$ cat config.mk
export PLATFORM = sky130hd
export DESIGN_NAME = instruction_decode
export DESIGN_NICKNAME = d
export VERILOG_FILES = /design/src/rtl/pipeline_defs.sv /design/src/rtl/register_file.sv /design/src/rtl/instruction_decode.sv
export SDC_FILE = /design/constraint.sdc
export NUM_CORES = 1
export LEC_CHECK = 0
export CAP_MARGIN = 20
export CORE_AREA = 2 2 154 156
export DETAILED_ROUTE_END_ITERATION = 16
export DIE_AREA = 0 0 156 158
export PLACE_DENSITY = 0.67
export SLEW_MARGIN = 20
export SYNTH_ARGS = -nofsm -noshare
export SYNTH_HDL_FRONTEND = slang
export SYNTH_SLANG_ARGS = --single-unit
$ cat constraint.sdc
create_clock -name clock -period 4.3 [get_ports clock]
set_input_delay 0.86 -clock clock [delete_from_list [all_inputs] [get_ports clock]]
set_output_delay 0.86 -clock clock [all_outputs]
set_load 0.01 [all_outputs]
$ cat src/rtl/pipeline_defs.sv
// Shared definitions for the 20-bit pipeline: widths,
// opcodes and ALU control encodings.
package pipeline_defs;

  localparam int DATA_W    = 20;
  localparam int NREGS     = 8;
  localparam int REG_IDX_W = 3;

  localparam logic [3:0] OP_ADD = 4'h0;
  localparam logic [3:0] OP_OR  = 4'h1;
  localparam logic [3:0] OP_AND = 4'h2;
  localparam logic [3:0] OP_NOT = 4'h3;

  localparam logic [1:0] ALU_ADD = 2'b00;
  localparam logic [1:0] ALU_OR  = 2'b01;
  localparam logic [1:0] ALU_AND = 2'b10;
  localparam logic [1:0] ALU_NOT = 2'b11;

endpackage

$ cat src/rtl/register_file.sv
// Register file: 2 combinational read ports with write-before-read bypass, 1 write.
// Ports: clock, reset (async low), ra1/ra2 -> rdata1/rdata2, we/wa/wdata.
module register_file
  import pipeline_defs::*;
#(
  parameter int DW = DATA_W,
  parameter int NR = NREGS,
  parameter int IW = $clog2(NR)
) (
  input  logic          clock,
  input  logic          reset,
  input  logic [IW-1:0] ra1,
  input  logic [IW-1:0] ra2,
  output logic [DW-1:0] rdata1,
  output logic [DW-1:0] rdata2,
  input  logic          we,
  input  logic [IW-1:0] wa,
  input  logic [DW-1:0] wdata
);

  logic [DW-1:0] regs [NR];
  logic          wr_ok;

  // r0 is hardwired: never written, never bypassed.
  assign wr_ok = we && (wa != '0);

  always_ff @(posedge clock or negedge reset) begin
    if (!reset) begin
      for (int i = 0; i < NR; i++) regs[i] <= '0;
    end else if (wr_ok) begin
      regs[wa] <= wdata;
    end
  end

  always_comb begin
    rdata1 = regs[ra1];
    if (ra1 == '0) rdata1 = '0;
    else if (wr_ok && wa == ra1) rdata1 = wdata;
  end

  always_comb begin
    rdata2 = regs[ra2];
    if (ra2 == '0) rdata2 = '0;
    else if (wr_ok && wa == ra2) rdata2 = wdata;
  end

endmodule

$ cat src/rtl/instruction_decode.sv
// Decode stage: decode, register read, RAW hazard stall, ID/EX register.
// Ports: instr/instr_valid/flush in, mem_*/wb_* from later stages, id_stall + ex_* out.
module instruction_decode
  import pipeline_defs::*;
#(
  parameter int DATA_W = pipeline_defs::DATA_W,
  parameter int NREGS  = pipeline_defs::NREGS
) (
  input  logic              clock,
  input  logic              reset,
  input  logic [15:0]       instr,
  input  logic              instr_valid,
  input  logic              flush,
  input  logic [2:0]        mem_rd,
  input  logic              mem_regWrite,
  input  logic [2:0]        wb_rd,
  input  logic [DATA_W-1:0] wb_data,
  input  logic              wb_regWrite,
  output logic              id_stall,
  output logic [1:0]        ex_control,
  output logic [DATA_W-1:0] ex_opA,
  output logic [DATA_W-1:0] ex_rfReadData2,
  output logic [2:0]        ex_rd,
  output logic              ex_regWrite,
  output logic              ex_valid
);

  logic [3:0]        opcode;
  logic [2:0]        rd;
  logic [2:0]        rs;
  logic [2:0]        rt;
  logic [DATA_W-1:0] rdata1;
  logic [DATA_W-1:0] rdata2;
  logic              is_alu;
  logic              use_rt;
  logic              hit_rs;
  logic              hit_rt;
  logic              bubble;

  assign opcode = instr[15:12];
  assign rd     = instr[11:9];
  assign rs     = instr[8:6];
  assign rt     = instr[5:3];

  register_file #(
    .DW (DATA_W),
    .NR (NREGS),
    .IW (3)
  ) u_rf (
    .clock  (clock),
    .reset  (reset),
    .ra1    (rs),
    .ra2    (rt),
    .rdata1 (rdata1),
    .rdata2 (rdata2),
    .we     (wb_regWrite),
    .wa     (wb_rd),
    .wdata  (wb_data)
  );

  always_comb begin
    is_alu = 1'b0;
    use_rt = 1'b0;
    unique case (1'b1)
      opcode == OP_ADD,
      opcode == OP_OR,
      opcode == OP_AND: begin
        is_alu = 1'b1;
        use_rt = 1'b1;
      end
      opcode == OP_NOT: is_alu = 1'b1;
      default: ;
    endcase
  end

  function automatic logic src_hit(input logic [2:0] s);
    return (s != 3'd0) &&
           ((ex_valid && ex_regWrite && s == ex_rd) ||
            (mem_regWrite && s == mem_rd));
  endfunction

  assign hit_rs = is_alu && src_hit(rs);
  assign hit_rt = use_rt && src_hit(rt);

  // Gated by reset so the stall is quiet while held in reset.
  assign id_stall = reset && instr_valid && !flush &&
                    (hit_rs || hit_rt);

  assign bubble = flush || id_stall || !instr_valid;

  always_ff @(posedge clock or negedge reset) begin
    if (!reset) begin
      ex_valid       <= 1'b0;
      ex_regWrite    <= 1'b0;
      ex_control     <= 2'b00;
      ex_rd          <= 3'd0;
      ex_opA         <= '0;
      ex_rfReadData2 <= '0;
    end else if (bubble) begin
      ex_valid       <= 1'b0;
      ex_regWrite    <= 1'b0;
      ex_control     <= 2'b00;
      ex_rd          <= 3'd0;
      ex_opA         <= '0;
      ex_rfReadData2 <= '0;
    end else begin
      ex_valid       <= 1'b1;
      ex_regWrite    <= is_alu;
      ex_control     <= is_alu ? opcode[1:0] : ALU_ADD;
      ex_rd          <= rd;
      ex_opA         <= rdata1;
      ex_rfReadData2 <= rdata2;
    end
  end

endmodule
Word-level counts from Yosys, hierarchy flattened
Cells that the tools add are included.
{"block": "word_totals", "wordCells": 83, "ff_bits": 207, "out_inout_bits": 48}
{"block": "classes", "n_lt_le_gt_ge": 4, "eq_ne": 9, "bitwise": 3, "reduce_logical": 31, "n_mux": 22}
{"cell": "20-bit 2-to-1 mux", "count": 11}
{"cell": "160-bit bitwise mux", "count": 1}
{"cell": "20-bit binary-select mux with 3-bit select", "count": 2}
{"cell": "20-bit demux with 3-bit select", "count": 1}
{"cell": "3-bit equality test", "count": 6}
{"cell": "1-bit logical AND", "count": 16}
{"cell": "4-bit greater-or-equal comparator (second input constant)", "count": 3}
{"cell": "3-bit inverter with 4-bit output", "count": 3}
{"cell": "3-bit nonzero test", "count": 3}
{"cell": "4-bit by 2-bit equality test with 1-bit output (second input constant)", "count": 2}
{"cell": "3-bit logical NOT", "count": 2}
{"cell": "1-bit logical OR", "count": 5}
{"cell": "4-bit by 1-bit equality test with 1-bit output (second input constant)", "count": 1}
{"cell": "4-bit logical NOT", "count": 1}
{"cell": "4-bit by 1-bit less-than comparator with 1-bit output (second input constant)", "count": 1}
{"cell": "1-bit 2-to-1 mux", "count": 4}
{"cell": "2-bit 2-to-1 mux", "count": 2}
{"cell": "4-bit OR reduction", "count": 1}
{"cell": "3-bit 2-to-1 mux", "count": 1}
{"cell": "3-bit OR reduction", "count": 1}
{"cell": "1-bit logical NOT", "count": 2}

Longest topological paths before layout
Gate-level depths: netlist of run 1.
{"block": "logic_depth", "word_depth": 10, "mapped_depth": 8, "depth_no_buf": 5}

Modules after synthesis
A second synthesis of run 1 with hierarchy kept.
{"block": "hier_totals", "hier_cells": 892, "hier_area_um2": 10870.4}
{"module": "register_file", "cells_per_inst": 715, "n_inst": 1, "area_per_inst_um2": 9018.6}
{"module": "instruction_decode", "cells_per_inst": 177, "n_inst": 1, "area_per_inst_um2": 1851.8}

Least setup slack after synthesis of run 1
Ideal clock, no wire load.
{"block": "synth_path", "kind": "input to output", "startpoint": "in instr[4]", "endpoint": "out id_stall", "cell_stages": 8, "slack_ps": 1131, "t_arrival_ps": 2309, "n_path_buf": 3, "t_required_ps": 3440, "cell_sequence": "buf_4 xor2_1 or4_1 a21oi_1 a31o_2 buf_6 buf_6 and2_1"}
{"block": "synth_via", "elab_chain_cells": 7, "word_cells_on_any_way": 10, "cone_classes": "2 x eq/ne; 8 x reduce/logical"}
{"item": "start, declared", "line_no": "instruction_decode.sv:11", "source": "input logic [15:0] instr,"}
{"item": "3-bit equality test, on equally long branches", "line_no": "instruction_decode.sv:78, instruction_decode.sv:79"}
{"item": "1-bit logical AND, on equally long branches", "line_no": "instruction_decode.sv:78, instruction_decode.sv:79"}
{"item": "1-bit logical OR", "line_no": "instruction_decode.sv:78", "source": "((ex_valid && ex_regWrite && s == ex_rd) ||"}
{"item": "1-bit logical AND (*)", "line_no": "instruction_decode.sv:77", "source": "return (s != 3'd0) &&"}
{"item": "1-bit logical AND (*)", "line_no": "instruction_decode.sv:83", "source": "assign hit_rt = use_rt && src_hit(rt);"}
{"item": "1-bit logical OR (*)", "line_no": "instruction_decode.sv:87", "source": "(hit_rs || hit_rt);"}
{"item": "1-bit logical AND (*)", "line_no": "instruction_decode.sv:86", "source": "assign id_stall = reset && instr_valid && !flush &&"}
{"item": "end, declared", "line_no": "instruction_decode.sv:19", "source": "output logic id_stall,"}
Mark *: on every way between the ends. The rest lies on a longest branch, timed or not.

Worst setup path after layout of run 1
{"block": "layout_path", "startpoint": "in instr[5]", "endpoint": "out id_stall"}
Same word-level chain as after synthesis.

==> Implementation_results.wiki, run 1 <==
{| class="wikitable"
! Metric !! Value
|-
| Worst IR drop on VDD || 0.1939 mV
|-
| Max incr delay on CP || 530 ps
|-
| Max H-tree Level || 1
|-
| Depth of the most critical reg-to-reg path || 6
|-
| Number of enable flip-flop cells after synthesis || 0
|-
| Layout Nets || 846
|-
| Global router's overall resource usage || 22.45%
|-
| Setup violations, final || 0
|-
| Worst-case hold path end point || u_rf.regs[146]
|-
| Cell-by-cell trace of the critical path || clkdlybuf4s50_1 > xor2_1 > or4_1 > a21oi_1 > a31o_2 > and2_1 > clkdlybuf4s50_1
|-
| Global-route wire length before repair || 42370 µm
|-
| Slowest CP cell || clkdlybuf4s50_1
|-
| Max-Slew Margin vs Limit || 36.21%
|-
| Core Rows || 56
|-
| Net count of the mapped netlist || around 790
|-
| Count of antenna-violating nets left after detailed routing || 0
|-
| Global routing usage on met2 || 38.54%
|-
| Final-report hold violation count || 0
|-
| Post-Syn Area per Cell || 14.01 µm²
|-
| WL final || 26900 µm
|-
| Type of the worst setup path || in2out
|-
| Hold buffers post-CTS || 0
|-
| Die Y-Extent || 158 µm
|-
| DRC viols || 0
|-
| Max clock buf depth || 3
|-
| Critical Path Source Type || input port
|-
| Fin worst setup slack || 513.5 ps
|-
| I/O Pins || 96
|-
| Pin count of the biggest net entering global routing || 93
|-
| Clock edge transition at the registers on the reported setup and hold paths || approximately 60 ps
|-
| Worst Path Required || around 3400 ps
|-
| Met1 routing resource usage after global routing || 29.81%
|-
| Launch instance of the worst min-delay path || u_rf.regs[146]
|-
| Number of different library cells in the post-synthesis netlist || 36
|-
| Register-to-register setup slack || 2070 ps
|-
| Setup clock skew after layout || roughly 14 ps
|-
| Util after Layout || 52.83%
|-
| Worst min-delay path class || reg2reg
|-
| Number of global-route vias before repair || about 7400
|-
| Count of antenna diodes in the layout || 0
|-
| Worst slew pin tran || about 960 ps
|-
| Kind of end point of the critical path || primary output
|-
| Register bit total from synthesis || 207
|-
| Fmax || 0.2641 GHz
|-
| Reg2reg start || ex_rd[1]
|-
| Count of cells resized by post-cts repair || 0
|-
| Die span in x || 156 µm
|-
| Minimum clock period || between 3000 and 4000 ps
|-
| Ratio of cells with drive above 1 in the final layout || 35.35%
|-
| Busiest layer in global routing || met2
|-
| Initial standard-cell utilization of the core || 44.96%
|-
| WP data arrival || 2930 ps
|-
| Count of clock tree sinks || 207
|-
| Fin. max-slew vios || 0
|-
| Standby leakage power || 0.004949 µW
|-
| Max-capacitance violation count || 0
|-
| Proportion of synthesized chip area in sequential cells || between 40 and 50%
|-
| Hold Crit Depth || 0
|-
| CP max FO || 4
|-
| Leftover overflow at the end of global routing || 0
|-
| Antenna violations before repair || 1
|-
| Status || finished, final reports clean
|-
| Count of yosys warnings during synthesis || 0
|-
| Total negative slack for setup checks || 0 ps
|-
| Fin crit share || 88.06%
|-
| DPL Wire Length || about 16000 µm
|-
| Iteration-0 DRC count of the detailed router || around 470
|-
| Reg2Reg Capture Point || ex_opA[6]
|-
| Insertion delay of the later-clocked pin in the worst-skew pair || 510 ps
|-
| Pwr/cell area || 438.4 nW/µm²
|-
| Post-Synthesis Cell Area || approximately 10000 µm²
|-
| Via count || 6742
|-
| Number of buffers added by the clock tree synthesis step || 22
|-
| Router iterations before antenna repair || 5
|-
| Critical Path Most Common Cell || clkdlybuf4s50_1
|-
| Mapped Cells || 740
|-
| Placer Congestion || 0.8058
|-
| Clock Tree Root || clkbuf_16
|-
| Setup repair after global routing missed its margin || no
|-
| Area added between synthesis and finish || 17.50%
|-
| Per-cell routed wire length || about 24 µm
|-
| Commonest register cell after synthesis || dfrtp_1
|-
| Proportion of synthesized flip-flops having asynchronous set or reset || 100.0%
|-
| Total core area || about 23000 µm²
|-
| Grt met3 use || 2.847%
|-
| Via-to-Cell Ratio || 6.135
|-
| Input/output buffers || 92
|-
| Die area || approximately 25000 µm²
|-
| Worst setup slack before clock tree synthesis || between 500 and 600 ps
|-
| Clock tree from TritonCTS || built
|-
| Total setup buffers inserted after CTS || 0
|}
## placed cells by master, fill, tap and decap left out, types with 4 or more instances in the layout
cell,n
dfrtp_1,207
mux2_2,140
clkdlybuf4s50_1,87
mux4_2,80
nor2_1,46
nor2b_1,43
a211oi_1,40
nor4_1,40
buf_4,23
clkbuf_16,22
nand2_1,10
xnor2_1,10
xor2_1,6
clkbuf_8,6
clkbuf_1,5
buf_2,4
## per-stage QoR
stage	cells	power [µW]	hold WS [ps]	instance area, µm²
after floorplan	740	3217	441.3	10360
after global routing	1099	5577	412.7	12180
final	1099	5339	399.0	12180
after global placement	1064	3502	376.3	11510
after CTS	1099	5376	397.1	12180
after detailed placement	1064	3597	383.6	11510
## cells in the mapped netlist (5+ instances only)
library cell	number	area [µm²]
xor2_1	6	52.55
nor2b_1	43	269.0
buf_6	5	56.30
nor4_1	40	250.2
a211oi_1	40	300.3
xnor2_1	10	87.58
buf_2	20	100.1
mux4_2	80	1802
clkbuf_1	55	206.5
dfrtp_1	207	5180
mux2_2	140	1577
nor2_1	46	172.7
nand2_1	10	37.54
## registers in the layout, indices dropped and copies added, names as in the netlist
| signal | count |
|---|---|
| ex_rd | 3 |
| ex_regWrite | 1 |
| ex_valid | 1 |
| u_rf.regs | 160 |
| ex_opA | 20 |
| ex_rfReadData2 | 20 |
| ex_control | 2 |
## critical path: cells and delay by family
family / cells / cell delay (ps)
buffers and inverters: 2 / 1010
xor gates and xnor gates: 1 / 170
and+or+nand+nor: 2 / 620
AOI/OAI and AO/OA: 2 / 270
## cell type report
type	count	area, µm²
tap	290	362.8
clock inverter	3	26.28
multi-input combinational	448	4823
sequential	207	5180
fill	1851	10870
timing repair buffer	119	1149
clock buffer	32	638.1
## cell families after synthesis
| family | count (synthesis) | synth area share (%) |
|---|---|---|
| compound gates | 51 | 3.730 |
| xor+xnor | 16 | 1.352 |
| buf+inv | 85 | 3.827 |
| flops | 207 | 49.98 |
| mux | 220 | 32.59 |
| simple gates | 161 | 8.523 |
## how the worst max path moves through the flow
stage	to	from
final	id_stall	instr[5]
after global routing	id_stall	instr[5]
after global placement	id_stall	instr[5]
after CTS	id_stall	instr[5]
after detailed placement	id_stall	instr[5]
after floorplan	id_stall	instr[4]
## report_power, final
part	leakage, µW	internal, µW	switching [µW]
clock	0.000328	1020	758
combinational	0.00202	664	406
sequential	0.00260	2270	219
total	0.00495	3960	1380
## metal layers
layer  share of wire, %  up-vias
li1                   -     2889
met1                 42     3568
met2                 50      230
met3                5.2       53
met4                2.3        2
met5              0.041        -
No activity file was read; power rests on OpenSTA's default activity.
==> inputs of run 2 (changes only) <==
--- a/config.mk
+++ b/config.mk
@@ -6,11 +6,14 @@
 export NUM_CORES = 1
 export LEC_CHECK = 0
 export CAP_MARGIN = 20
-export CORE_AREA = 2 2 154 156
+export CORE_AREA = 2 2 157 159
 export DETAILED_ROUTE_END_ITERATION = 16
-export DIE_AREA = 0 0 156 158
+export DIE_AREA = 0 0 159 161
+export MAX_ROUTING_LAYER = met4
 export PLACE_DENSITY = 0.67
+export SKIP_CTS_REPAIR_TIMING = 1
 export SLEW_MARGIN = 20
 export SYNTH_ARGS = -nofsm -noshare
 export SYNTH_HDL_FRONTEND = slang
+export SYNTH_HIERARCHICAL = 1
 export SYNTH_SLANG_ARGS = --single-unit
==> Implementation_results.wiki, run 2 <==
{| class="wikitable"
! Metric !! Value
|-
| Leftover overflow at the end of global routing || 0 (unchanged)
|-
| Final-report hold violation count || 0 (unchanged)
|-
| Registers with the most flip-flops || u_rf/regs x160, ex_opA x20, ex_rfReadData2 x20
|-
| Iteration-0 DRC count of the detailed router || 525 (+12%)
|-
| Count of antenna-violating nets left after detailed routing || 0 (unchanged)
|-
| Register with the most flip-flops || u_rf/regs
|-
| Net count of the mapped netlist || 940 (+19%)
|-
| Hold Slack || 396.6 ps (-2.322 ps)
|-
| Max H-tree Level || 1 (unchanged)
|-
| Proportion of synthesized flip-flops having asynchronous set or reset || 100.0% (unchanged)
|-
| Clock edge transition at the registers on the reported setup and hold paths || 60 ps (about the same)
|-
| Depth of the most critical reg-to-reg path || 5 (-1)
|-
| Number of buffers added by the clock tree synthesis step || 22 (unchanged)
|-
| Worst slew pin tran || 917.6 ps (-37.87 ps)
|-
| Global-route wire length before repair || 45670 µm (+7.8%)
|-
| Number of global-route vias before repair || 7819 (+5.3%)
|-
| Die Y-Extent || 161 µm (+1.9%)
|-
| Area added between synthesis and finish || 16.69%
|-
| Input/output buffers || 92 (unchanged)
|-
| Per-cell routed wire length || 22.57 µm (-7.8%)
|-
| Fmax || 0.2772 GHz (+4.9%)
|-
| Cell types with the largest area share after synthesis || dfrtp_1, mux4_2, mux2_1, nand2_1, a221oi_2
|-
| Post-Synthesis Cell Area || 10870 µm² (+4.9%)
|-
| Setup repair after global routing missed its margin || no
|-
| Total negative slack for setup checks || 0 ps (unchanged)
|-
| Post-Syn Area per Cell || 12.19 µm² (-13%)
|-
| Count of clock tree sinks || 207 (unchanged)
|-
| Placer Congestion || 0.8166 (+1.3%)
|-
| Ranking of synthesized cells by instance count || dfrtp_1, nand2_1, mux4_2
|-
| Clock tree from TritonCTS || built
|-
| DPL Wire Length || 16820 µm (+3.3%)
|-
| I/O Pins || 96 (unchanged)
|-
| Ratio of cells with drive above 1 in the final layout || 20.08% (-15 points)
|-
| Register bit total from synthesis || 207 (unchanged)
|-
| Clock Tree Root || clkbuf_16
|-
| Area occupied by multi-input gates || 5160 µm² (+7.0%)
|-
| Via-to-Cell Ratio || 5.899 (-3.8%)
|-
| Die span in x || 159 µm (+1.9%)
|-
| Minimum clock period || 3608 ps (-178.5 ps)
|-
| Sequential cell area in the final layout || 5180 µm² (unchanged)
|-
| Critical Path Source Type || input port
|-
| WP data arrival || 2750 ps (-180 ps)
|-
| Largest register FFs || 160 (unchanged)
|-
| Max clock buf depth || 3 (unchanged)
|-
| CP max FO || 8 (+4)
|-
| Max-capacitance violation count || 0 (unchanged)
|-
| Final-layout fill cell count || 2078 (+12%)
|-
| Antenna violations before repair || 1 (unchanged)
|-
| Worst IR drop on VDD || 0.2530 mV (+31%)
|-
| WL final || 28710 µm (+6.7%)
|-
| Area fraction of the dominant cell type after synthesis || 47.65% (-2.3 points)
|-
| Layout Nets || 980 (+16%)
|-
| Insertion delay of the later-clocked pin in the worst-skew pair || 510 ps (about the same)
|-
| Standby leakage power || 0.005383 µW (+8.8%)
|-
| Initial standard-cell utilization of the core || 45.36% (+0.40 points)
|-
| Router iterations before antenna repair || 5 (unchanged)
|-
| Die area || 25600 µm² (+3.9%)
|-
| Type of the worst setup path || in2out
|-
| Most numerous cell in the Yosys netlist || dfrtp_1
|-
| Fin. max-slew vios || 0 (unchanged)
|-
| Core Rows || 57 (+1.8%)
|-
| Total core area || 23960 µm² (+4.0%)
|-
| Commonest non-fill, non-tap cell in the layout || dfrtp_1
|-
| Library cell with the largest summed area after synthesis || dfrtp_1
|-
| Proportion of synthesized chip area in sequential cells || 47.65% (-2.3 points)
|-
| Mapped Cells || 892 (+21%)
|-
| Number of enable flip-flop cells after synthesis || 0 (unchanged)
|-
| Global router's overall resource usage || 23.59% (+1.1 points)
|-
| Setup clock skew after layout || 7.919 ps (-5.971 ps)
|-
| Kind of end point of the critical path || primary output
|-
| Fin crit share || 83.91% (-4.2 points)
|-
| Max-Slew Margin vs Limit || 38.83% (+2.6 points)
|-
| Via count || 7504 (+11%)
|-
| Worst Path Required || 3440 ps (about the same)
|-
| Most used cells in the layout excluding fill and tap cells || dfrtp_1, nand2_1, clkdlybuf4s50_1
|-
| Status || finished, final reports clean
|-
| Pwr/cell area || 424.9 nW/µm² (-3.1%)
|-
| DRC viols || 0 (unchanged)
|-
| Commonest register cell after synthesis || dfrtp_1
|-
| Number of different library cells in the post-synthesis netlist || 40 (+11%)
|-
| Setup violations, final || 0 (unchanged)
|-
| Pin count of the biggest net entering global routing || 140 (+51%)
|-
| Hold Crit Depth || 0 (unchanged)
|-
| Worst min-delay path class || reg2reg
|-
| Count of yosys warnings during synthesis || 6 (+6)
|}
-- run 2: metal layers --
metal / GRT usage [%] / up-vias / part of all wire [%]
met5: - / - / 0
li1: - / 3356 / -
met3: 3.724 / 39 / 7.5
met1: 33.18 / 3840 / 45
met2: 36.23 / 269 / 46
met4: 6.240 / 0 / 1.9
-- run 2: power by group --
part           total, µW  switching (µW)  internal [µW]  leakage (µW)
combinational       1100             503            599       0.00238
clock               1850             756           1090      0.000354
sequential          2440             197           2240       0.00265
-- run 2: cell families after synthesis --
family	count (synthesis)	synth area share, %
AND/OR/NAND/NOR	213	9.726
AO/OA/AOI/OAI	167	10.91
XOR/XNOR	18	1.450
flip-flops	207	47.65
multiplexers	160	24.63
buffers and inverters	127	5.628
-- run 2: through the flow --
stage                     area, µm²  power (µW)  setup WS, ps  utilization (%)  std cells
after floorplan               10870        3201          1310                -        892
after global placement        11970        3524         680.9            49.96       1232
after detailed placement      11970        3567         690.7            49.96       1232
after CTS                     12680        5427         682.6            52.91       1270
after global routing          12680        5655         588.4            52.92       1271
final                         12680        5390         692.0            52.93       1272
-- run 2: worst max-delay path, stage by stage --
cell and delay [ps]:
buf_2 180, xor2_1 160, or4_1 580, a221oi_4 280
o21a_1 160, clkdlybuf4s50_1 530
-- run 2: cell type report --
cell class,count,share of cell area (%)
multi-input combinational,558,40.68
clock buffer,34,5.415
timing repair buffer,123,9.085
clock inverter,4,0.1578
tap,324,3.196
sequential,207,40.84
inverter,20,0.5918
antenna,2,0.03946
-- run 2: path summary, 6_finish.rpt --
kind	slack, ps	to	start
setup / recovery	690	id_stall	instr[5]
hold / removal	400	u_rf/regs[142]	u_rf/regs[142]
setup reg to reg	1910	ex_opA[11]	ex_rd[2]
hold reg to reg	400	u_rf/regs[142]	u_rf/regs[142]
max in group asynchronous	2350	u_rf/regs[91]	reset
min in group asynchronous	520	u_rf/regs[143]	reset
==> inputs of run 3 (changes only) <==
==> constraint.sdc (replaced) <==
create_clock -name clock -period 3.6 [get_ports clock]
set_input_delay 0.72 -clock clock [delete_from_list [all_inputs] [get_ports clock]]
set_output_delay 0.72 -clock clock [all_outputs]
set_load 0.01 [all_outputs]
==> Implementation_results.wiki, run 3 (synthesis gave the netlist of run 2 again) <==
{| class="wikitable"
! Metric !! Value
|-
| I/O Pins || 96 (unchanged)
|-
| Worst Path Required || 2880 ps (-560 ps)
|-
| Fin. max-slew vios || 0 (unchanged)
|-
| Clock network power share || 34.5% (+0.2 points)
|-
| Worst slew pin tran || 924.1 ps (+6.523 ps)
|-
| Die area || 25600 µm² (unchanged)
|-
| Slowest CP cell || or4_1
|-
| Clock Tree Root || clkbuf_16
|-
| Placer Congestion || 0.8421 (+3.1%)
|-
| Hold Slack || 350.1 ps (-46.54 ps)
|-
| Power spent charging and discharging nets || 1728 µW (+19%)
|-
| Initial standard-cell utilization of the core || 45.36% (unchanged)
|-
| Family with the most delay on the worst path || simple AND/OR/NAND/NOR gates
|-
| Fmax || 0.2968 GHz
|-
| Max clock buf depth || 3 (unchanged)
|-
| Fin worst setup slack || 230.4 ps (-461.6 ps)
|-
| Setup violations, final || 0 (unchanged)
|-
| Number of buffers added by the clock tree synthesis step || 22 (unchanged)
|-
| Antenna violations before repair || 0 (-1)
|-
| Type of the worst setup path || reg2out
|-
| Final instance count without filler cells || 1275 (+0.24%)
|-
| Most used cells in the layout excluding fill and tap cells || dfrtp_1, nand2_1, clkdlybuf4s50_1
|-
| Depth of the most critical reg-to-reg path || 6 (+1)
|-
| Global-route wire length before repair || 45430 µm (-0.53%)
|-
| WP data arrival || 2650 ps (-100 ps)
|-
| Clock tree from TritonCTS || built
|-
| Via-to-Cell Ratio || 6.007 (+1.8%)
|-
| Global router's overall resource usage || 23.63% (+0.040 points)
|-
| Largest register FFs || 160 (unchanged)
|-
| Cell count after placement || 1239 (+0.57%)
|-
| Per-cell routed wire length || 22.68 µm (+0.47%)
|-
| Registers with the most flip-flops || u_rf/regs x160, ex_opA x20, ex_rfReadData2 x20
|-
| Minimum clock period || roughly 3400 ps
|-
| DPL Wire Length || 17110 µm (+1.8%)
|-
| Cell internal power dissipation || 4737 µW (+20%)
|-
| Fin crit share || 93.60%
|-
| Net switching share of the total power || 26.72% (-0.29 points)
|-
| Setup clock skew after layout || 11.12 ps (+3.202 ps)
|-
| Worst IR drop on VDD || 0.3248 mV (+28%)
|-
| Total core area || 23960 µm² (unchanged)
|-
| Max incr delay on CP || 580 ps (about the same)
|-
| Router iterations before antenna repair || 5 (unchanged)
|-
| Count of antenna-violating nets left after detailed routing || 0 (unchanged)
|-
| Final-layout fill cell count || 2071 (-0.34%)
|-
| Max-capacitance violation count || 0 (unchanged)
|-
| Sequential group share of total power || 45.0% (-0.3 points)
|-
| Clock edge transition at the registers on the reported setup and hold paths || 60 ps (about the same)
|-
| Commonest non-fill, non-tap cell in the layout || dfrtp_1
|-
| DRC viols || 0 (unchanged)
|-
| Number of global-route vias before repair || 7683 (-1.7%)
|-
| Logic gate share of total power || 20.5% (about the same)
|-
| Area added between synthesis and finish || 17.15%
|-
| Final-report hold violation count || 0 (unchanged)
|-
| Standby leakage power || 0.005407 µW (+0.46%)
|-
| Ratio of cells with drive above 1 in the final layout || 20.40% (+0.32 points)
|-
| Pwr/cell area || 507.7 nW/µm² (+19%)
|-
| Critical Path Source Type || register
|-
| Input/output buffers || 92 (unchanged)
|-
| Worst setup slack before clock tree synthesis || 320.0 ps (-370.7 ps)
|-
| Max-Slew Margin vs Limit || 38.19% (-0.63 points)
|-
| Max H-tree Level || 1 (unchanged)
|-
| Register with the most flip-flops || u_rf/regs
|-
| Die Y-Extent || 161 µm (unchanged)
|-
| Number of cells on the critical path || 5 (-1)
|-
| Worst min-delay path class || in2async
|-
| Core Rows || 57 (unchanged)
|-
| Status || finished, final reports clean
|-
| Kind of end point of the critical path || primary output
|-
| Leftover overflow at the end of global routing || 0 (unchanged)
|-
| WL final || 28910 µm (+0.71%)
|-
| Critical path buffer and inverter count || 1 (-1)
|-
| Util after Layout || 53.14% (+0.21 points)
|-
| Total negative slack for setup checks || 0 ps (unchanged)
|-
| Insertion delay of the later-clocked pin in the worst-skew pair || 510 ps (about the same)
|-
| Layout Nets || 987 (+0.71%)
|-
| Iteration-0 DRC count of the detailed router || 568 (+8.2%)
|-
| Count of antenna diodes in the layout || 0 (-2)
|-
| Via count || 7659 (+2.1%)
|-
| Pin count of the biggest net entering global routing || 62 (-56%)
|-
| Cell-by-cell trace of the critical path || xor2_1 > or4_1 > a221oi_4 > o21a_1 > clkdlybuf4s50_1
|-
| Count of clock tree sinks || 207 (unchanged)
|-
| CP max FO || 3 (-5)
|-
| Die span in x || 159 µm (unchanged)
|-
| Setup repair after global routing missed its margin || no
|}
run 3: cell types whose count changed in the layout (fill, tap and decap cells not counted), sizes merged:
cell,change
clkinvlp,+1
diode,-2
buf,+7
bufinv,+1
clkinv,-3
clkbuf,-1
run 3: per-stage QoR:
step	area [µm²]	power, µW
floorplan	10870	3824
global placement	12030	4215
detailed placement	12030	4267
CTS	12730	6493
global route	12730	6767
finish	12730	6465
run 3: area by class of cell:
class	instances	area [µm²]	area share (%)
clock buffers	33	663.1	5.207
clock inverters	3	46.29	0.3635
inverters	20	75.07	0.5895
multi-input cells	558	5160	40.52
flip-flops and latches	207	5180	40.68
well taps	324	405.4	3.183
repair buffers	130	1205	9.462
run 3: worst register-to-register path: cells and delay by family, from the launching register on:
kind / cells / cell delay, ps
XOR/XNOR: 1 / 170
AO/OA/AOI/OAI: 1 / 280
flip-flops: 1 / 420
buffers and inverters: 2 / 730
AND/OR/NAND/NOR: 2 / 740
run 3: power by group through the flow:
stage	Sequential (µW)	Combinational (µW)	Clock (µW)
after global placement	2920	1290	0
final	2910	1330	2230
after global routing	2950	1450	2370
after floorplan	2890	933	0
after detailed placement	2950	1320	0
after CTS	2900	1330	2260
run 3: layer usage:
metal | vias to the layer above | track usage, % | share of wire (%)
met5 | - | - | 0
met4 | 0 | 5.868 | 1.9
met3 | 49 | 4.083 | 7.1
met2 | 299 | 37.15 | 47
met1 | 3930 | 32.39 | 44
li1 | 3381 | - | -
run 3: path summary, 6_finish.rpt:
| path | start | endpoint | slack, ps |
|---|---|---|---|
| worst max-delay path | ex_rd[2] | id_stall | 230 |
| worst min register to register | u_rf/regs[144] | u_rf/regs[144] | 400 |
| max in group asynchronous | reset | ex_rfReadData2[10] | 2020 |
| worst min-delay path | reset | ex_valid | 350 |
| worst max register to register | ex_rd[2] | ex_opA[12] | 1150 |
| min in group clock | u_rf/regs[144] | u_rf/regs[144] | 400 |
